[src/rtl/sumador_nbits_secuencial.sv]
// Sequential N-bit adder/subtractor that processes PASO bits per clock,
// LSB slice first, and publishes the full result with a one-cycle listo pulse.
module sumador_nbits_secuencial #(
  parameter int ANCHO = 16,
  parameter int PASO  = 4
) (
  input  logic             clk,
  input  logic             rst,
  input  logic             inicio,
  input  logic             modo,
  input  logic [ANCHO-1:0] A,
  input  logic [ANCHO-1:0] B,
  input  logic             Acarreo_entrada,
  output logic [ANCHO-1:0] Suma,
  output logic             Acarreo_salida,
  output logic             Desbordamiento,
  output logic             ocupado,
  output logic             listo
);

  localparam int NPASOS = ANCHO / PASO;
  localparam int CW = (NPASOS > 1) ? $clog2(NPASOS) : 1;

  localparam logic [1:0] REPOSO  = 2'd0;
  localparam logic [1:0] SUMANDO = 2'd1;
  localparam logic [1:0] FIN     = 2'd2;

  logic [1:0]       r_estado;
  logic [CW-1:0]    r_cnt;
  logic [ANCHO-1:0] r_a;
  logic [ANCHO-1:0] r_b;
  logic [ANCHO-1:0] r_acc;
  logic             r_carry;

  logic [PASO-1:0]  w_a;
  logic [PASO-1:0]  w_b;
  logic [PASO:0]    w_sum;
  logic             w_c_msb;
  logic             w_ultimo;
  logic             w_acepta;
  logic [ANCHO-1:0] w_res;

  assign w_a = r_a[int'(r_cnt)*PASO +: PASO];
  assign w_b = r_b[int'(r_cnt)*PASO +: PASO];
  assign w_sum = {1'b0, w_a} + {1'b0, w_b}
               + {{PASO{1'b0}}, r_carry};
  // Carry into the top bit recovered from sum = a ^ b ^ cin.
  assign w_c_msb = w_sum[PASO-1] ^ w_a[PASO-1] ^ w_b[PASO-1];
  assign w_ultimo = (int'(r_cnt) == NPASOS - 1);
  assign w_acepta = inicio && (r_estado != SUMANDO);

  always_comb begin
    w_res = r_acc;
    w_res[int'(r_cnt)*PASO +: PASO] = w_sum[PASO-1:0];
  end

  assign ocupado = (r_estado == SUMANDO);
  assign listo   = (r_estado == FIN);

  always_ff @(posedge clk) begin
    if (rst) begin
      r_estado       <= REPOSO;
      r_cnt          <= '0;
      r_a            <= '0;
      r_b            <= '0;
      r_acc          <= '0;
      r_carry        <= 1'b0;
      Suma           <= '0;
      Acarreo_salida <= 1'b0;
      Desbordamiento <= 1'b0;
    end else if (w_acepta) begin
      // Subtraction folds into addition: A + ~B + ~borrow.
      r_estado <= SUMANDO;
      r_cnt    <= '0;
      r_a      <= A;
      r_b      <= modo ? ~B : B;
      r_carry  <= modo ? ~Acarreo_entrada : Acarreo_entrada;
    end else if (r_estado == SUMANDO) begin
      r_acc   <= w_res;
      r_carry <= w_sum[PASO];
      if (w_ultimo) begin
        r_estado       <= FIN;
        Suma           <= w_res;
        Acarreo_salida <= w_sum[PASO];
        Desbordamiento <= w_c_msb ^ w_sum[PASO];
      end else begin
        r_cnt <= r_cnt + 1'b1;
      end
    end else begin
      r_estado <= REPOSO;
    end
  end

endmodule

[config.mk]
export PLATFORM = sky130hd
export DESIGN_NAME = sumador_nbits_secuencial
export DESIGN_NICKNAME = d
export VERILOG_FILES = /design/src/rtl/sumador_nbits_secuencial.sv
export SDC_FILE = /design/constraint.sdc
export NUM_CORES = 1
export LEC_CHECK = 0
export CAP_MARGIN = 20
export CORE_ASPECT_RATIO = 1.75
export CORE_MARGIN = 2
export CORE_UTILIZATION = 55
export DETAILED_ROUTE_END_ITERATION = 7
export GPL_ROUTABILITY_DRIVEN = 0
export GPL_TIMING_DRIVEN = 0
export PLACE_DENSITY_LB_ADDON = 0.25
export SLEW_MARGIN = 10
export SYNTH_ARGS = -nofsm -noshare
export SYNTH_HDL_FRONTEND = slang
export SYNTH_SLANG_ARGS = --single-unit
[constraint.sdc]
create_clock -name clk -period 8.4 [get_ports clk]
set_input_delay 0.84 -clock clk [delete_from_list [all_inputs] [get_ports clk]]
set_output_delay 0.84 -clock clk [all_outputs]
set_load 0.005 [all_outputs]
* After elaboration in Yosys (flattened, before gate mapping)
Index checks and enable logic that the tools add are counted.
** Word-level totals
- Register bits after elaboration :: 71
- Input bits :: 37
- Output and inout port bits :: 20
- Logic and storage cells :: 46
** Cells by class
- Add/subtract/negate cells :: 4
- Equality and inequality tests :: 5
- Shifts and indexed selects :: 4
- Multiplexer cells :: 8
- Bitwise logic cells :: 8
- Reduce and logical (&&, ||, !) cells :: 7
** Operators by type and width (number)
- $neg 4->33 :: 1
- $shift 4x33->16 const A :: 1
- $shiftx 4x33->16 :: 1
- $shiftx 16x5->4 :: 2
- $bwmux 16 :: 1
- $mux 16 :: 1
- $not 16->16 :: 1
- $mux 1 :: 6
- $add 4x4->5 :: 1
- $add 5x1->5 :: 1
- $eq 2x1->1 const B :: 2
- $not 1->1 :: 4
- $reduce_and 2->1 :: 2
- $ne 3x1->1 const B :: 1
- $reduce_and 3->1 :: 1
- $reduce_or 3->1 :: 1
- $xor 1x1->1 :: 3
- $add 2x1->2 const B :: 1
- $eq 2x2->1 const B :: 1
- $ne 2x1->1 const B :: 1
- $reduce_bool 2->1 :: 1
- $reduce_or 2->1 :: 1
- $logic_and 1x1->1 :: 1

* Depth between registers and ports, before layout
- Depth after elaboration :: 6
- Mapped depth :: 10
- Gate-level depth less buffers :: 8

* Worst setup path before layout
Ideal clock, no wire load.
- Path type :: flip-flop to flip-flop
- Start :: register r_cnt[0]
- End :: register Desbordamiento
- Library setup time :: 91 ps
- Arrival time :: 3335 ps
- Slack :: 4975 ps
- Stages on the path, launching flop included :: 11
- Buffers on the path :: 2
- Period minus slack after synthesis :: 3425 ps
- Cells stage by stage :: dfxtp_1 -> buf_6 -> clkbuf_1 -> mux4_2 -> fa_1 -> fa_1 -> a21o_1 -> a21oi_1 -> xnor3_1 -> xnor2_1 -> a311oi_1
** On the way
- Longest elaborated chain between the ends :: 6
- Elaborated cells between the ends (all ways) :: 9
- Classes of those cells :: add/sub: 2; eq/ne: 1; shift: 2; bitwise: 3; reduce/logical: 1
** RTL lines
- start: declaration :: line 29 : logic [CW-1:0] r_cnt;
- start signal: assignment :: line 87 : r_cnt <= r_cnt + 1'b1;
- $shiftx 16x5->4 (on tied branches) :: line 43, 44
- $add 4x4->5 :: line 45 : assign w_sum = {1'b0, w_a} + {1'b0, w_b}
- $add 5x1->5 :: line 46 : + {{PASO{1'b0}}, r_carry};
- $xor 1x1->1 (2 in series) :: line 48 : assign w_c_msb = w_sum[PASO-1] ^ w_a[PASO-1] ^ w_b[PASO-1];
- $xor 1x1->1 :: line 85 : Desbordamiento <= w_c_msb ^ w_sum[PASO];
- end signal: assignment :: line 85
- end: declaration :: line 16 : output logic Desbordamiento,
Several ways; a longest one is shown, not always the timed one.
A chain may end at the register's enable or synchronous reset.

* Final worst setup path
Ends and elaborated chain as after synthesis.

==> impl_metrics.env <==
export IMPL_drc=0
export IMPL_synth_edff_count=0
export IMPL_hold_viol_final=0
export IMPL_slew_limit_headroom_pct=47.1
export IMPL_critPathKind="flip-flop to flip-flop"
export IMPL_grt_use_total_pct=25.7
export IMPL_ys_ff_latch=71
export IMPL_worstPathRequired_ns=8.67
export IMPL_clock_path_buffers=2
export IMPL_grt_max_degree=12
export IMPL_postCtsSetupBuffers=0
export IMPL_min_path_type="flip-flop to flip-flop"
export IMPL_setup_viol=0
export IMPL_rsz0062_at_grt="no"
export IMPL_tightest_slew_ns=0.794
export IMPL_rrSetupSlack_ns=4.42
export IMPL_yosysWarningCount=0
export IMPL_min_from="r_a[14]"
export IMPL_first_pass_iters=4
export IMPL_viasPerCell=5.53
export IMPL_p_leak_nw=1.50
export IMPL_ir_drop_v=0.000125
export IMPL_numCtsBuffers=9
export IMPL_skew_ns=0.00607
export IMPL_die_w_um=62.0
export IMPL_vias=2785
export IMPL_synth_fp_nets=404
export IMPL_num_antenna_cells=0
export IMPL_drv_slew=0
export IMPL_die_area_um2=6540
export IMPL_netlist_instances=356
export IMPL_synthArstFlopShare_pct=0
export IMPL_regArea_um2=1420
export IMPL_holdPathEnd="r_a[14]"
export IMPL_fin_hold_ws_ns=0.453
export IMPL_initial_core_util_pct=55.9
export IMPL_antenna_found_initial=0
export IMPL_globalRouteOverflowTotal=0
export IMPL_setup_slack_ns=4.42
export IMPL_pre_cts_slack_ns=4.42
export IMPL_port_buffer_count=54
export IMPL_cp_arrival_ns=4.24
export IMPL_run_status="finished, final reports clean"
export IMPL_io_pins=57
export IMPL_core_um2=5790
export IMPL_place_area_um2=3870
export IMPL_reg2reg_to="Desbordamiento"
export IMPL_cts_hold_buffers=0
export IMPL_fill_cells=480
export IMPL_post_route_min_period_ns=3.98
export IMPL_synthTopCellsByArea="dfxtp_1, nand2_1, xnor2_1"
export IMPL_multi_input_area_um2=1660
export IMPL_drt_iter0_markers=102
export IMPL_cp_start_kind="flip-flop"
export IMPL_end_kind="flip-flop"
export IMPL_powerDensity_nw_per_um2=189
export IMPL_syn_avg_cell_area_um2=9.09
export IMPL_max_cap_viol_count=0
export IMPL_fin_area_um2=4080
export IMPL_period_share_pct=47.3
export IMPL_seq_area_frac_synth_pct=43.9
export IMPL_final_antenna_net_count=0
export IMPL_cts_root_buffer="clkbuf_8"
export IMPL_min_delay_path_depth=2
export IMPL_synth_cell_types=40
export IMPL_path_clk_slew_ns=0.07
export IMPL_cp_cell_sequence="buf_6 > clkbuf_1 > mux4_2 > fa_1 > fa_1 > a21o_1 > a21oi_1 > xnor3_1 > xnor2_1 > a311oi_1"
export IMPL_drive_above_1_share_pct=6.57
export IMPL_cts_sinks=71
export IMPL_grt_pass1_vias=2697
export IMPL_crit_path_frequent_cell="fa_1"
export IMPL_yosysTopAreaCell="dfxtp_1"
export IMPL_ctsResizeCount=0
export IMPL_h_tree_depth=3
export IMPL_synth_flop_cell="dfxtp_1"
export IMPL_tns_ns=0
export IMPL_ff2ff_path_depth=10
export IMPL_slowest_delay_ns=0.62
export IMPL_fin_util_pct=70.6
export IMPL_place_detailed_hpwl_um=5840
export IMPL_netlist_area_um2=3240
export IMPL_clock_fmax_mhz=252
export IMPL_cp_max_fo=10
export IMPL_insertion_delay_ns=0.36
export IMPL_drt_wl_total_um=7630
export IMPL_grt_pass1_wl_um=12200
export IMPL_area_growth_pct=26.2
export IMPL_reg2reg_from="r_cnt[0]"
export IMPL_cts_tree="built"
export IMPL_wl_per_cell_um=15.1
export IMPL_placementRows=37
export IMPL_crit_path_top_delay_cell="clkbuf_1"
export IMPL_die_h_um=105
export IMPL_synth_top_cell_area_share_pct=43.9
export IMPL_nNetsFinal=469
[power by group]
group	total [W]	leakage, nW	internal [W]	switching, W
sequential	0.000361	0.580	0.000352	0.00000829
clock	0.000283	0.109	0.000160	0.000123
combinational	0.000126	0.814	0.0000577	0.0000684
[placed cells by master (no fill, tap or decap), drive strengths merged, types with 5 or more instances in the layout]
cell / Yosys / final
dfxtp: 71 / 71
clkdlybuf4s50: 0 / 54
nand2: 49 / 49
nor2: 39 / 39
clkbuf: 23 / 36
a21oi: 25 / 25
a211oi: 22 / 22
xnor2: 21 / 21
nor2b: 12 / 12
o21ai: 11 / 11
inv: 10 / 10
ha: 9 / 9
a22o: 8 / 8
mux4: 8 / 8
a32oi: 6 / 6
o22ai: 6 / 6
a22oi: 5 / 5
[area by class of cell]
class                   count  area share, %
clock buffers              13           4.14
multi-input cells         247           40.7
plain buffers              27           2.79
flip-flops and latches     71           34.8
inverters                  11           1.01
well taps                  78           2.39
clock inverters             3          0.980
repair buffers             54           13.2
[cell usage after synthesis (2+ instances only)]
cell type,n
o21ai_0,11
mux4_2,7
a31oi_1,4
nor2b_1,12
a22oi_1,5
nand2_1,49
inv_1,10
clkbuf_1,21
nand3b_1,2
a41oi_1,2
a211oi_1,22
o22ai_1,6
buf_2,2
ha_1,9
clkbuf_2,2
a22o_1,8
nor3_1,2
a32oi_1,6
a21o_1,2
nor2_1,39
a21oi_1,25
dfxtp_1,71
xnor2_1,21
fa_1,2
[worst max-delay path, delay by kind of cell, from the launching register on]
kind	cells	cell delay [ns]
AO/OA/AOI/OAI	3	0.76
XOR/XNOR	2	0.43
adder cells (fa/ha/maj)	2	0.86
buffers and inverters	2	0.80
flip-flops	1	0.41
multiplexers	1	0.62
[state kept, by name, summed over array words and instances (netlist names)]
| register | count |
|---|---|
| Suma | 16 |
| r_a | 16 |
| r_acc | 16 |
| r_b | 16 |
| r_cnt | 2 |
| r_estado | 2 |
| Acarreo_salida | 1 |
| Desbordamiento | 1 |
| r_carry | 1 |
[metal layers]
metal  vias to the layer above  wire [µm]  GRT usage, %
met5                         -          0             0
met4                         0        406          19.6
met3                        28        248          4.42
met2                        79       4130          43.6
met1                      1300       2840          25.6
li1                       1378          -             -
[per-stage QoR]
stage          power, W  instances
6_report       0.000770        504
5_1_grt        0.000801        504
4_1_cts        0.000772        504
3_5_place_dp   0.000493        488
3_3_place_gp   0.000489        488
2_1_floorplan  0.000450        356
[logic make-up (layout without fill, tap and decap cells)]
family                     Yosys count  count (layout)  share of synthesized area (%)
AOI/OAI and AO/OA                   93              93                           19.1
xor gates and xnor gates            23              23                           6.65
adders and majority gates           11              11                           4.72
buffers and inverters               38             108                           4.79
DFF                                 71              71                           43.9
muxes                                8               8                           5.68
and+or+nand+nor                    112             112                           15.2
[how the worst max path moves through the flow]
stage | from | endpoint | slack, ns | cells past startpoint
3_3_place_gp | r_cnt[0] | Desbordamiento | 4.50 | 10
3_5_place_dp | r_cnt[0] | Desbordamiento | 4.42 | 10
2_1_floorplan | r_cnt[0] | Desbordamiento | 4.97 | 10
6_report | r_cnt[0] | Desbordamiento | 4.42 | 10
4_1_cts | r_cnt[0] | Desbordamiento | 4.39 | 10
5_1_grt | r_cnt[0] | Desbordamiento | 4.20 | 10
Power figures use the tool's default switching activity.
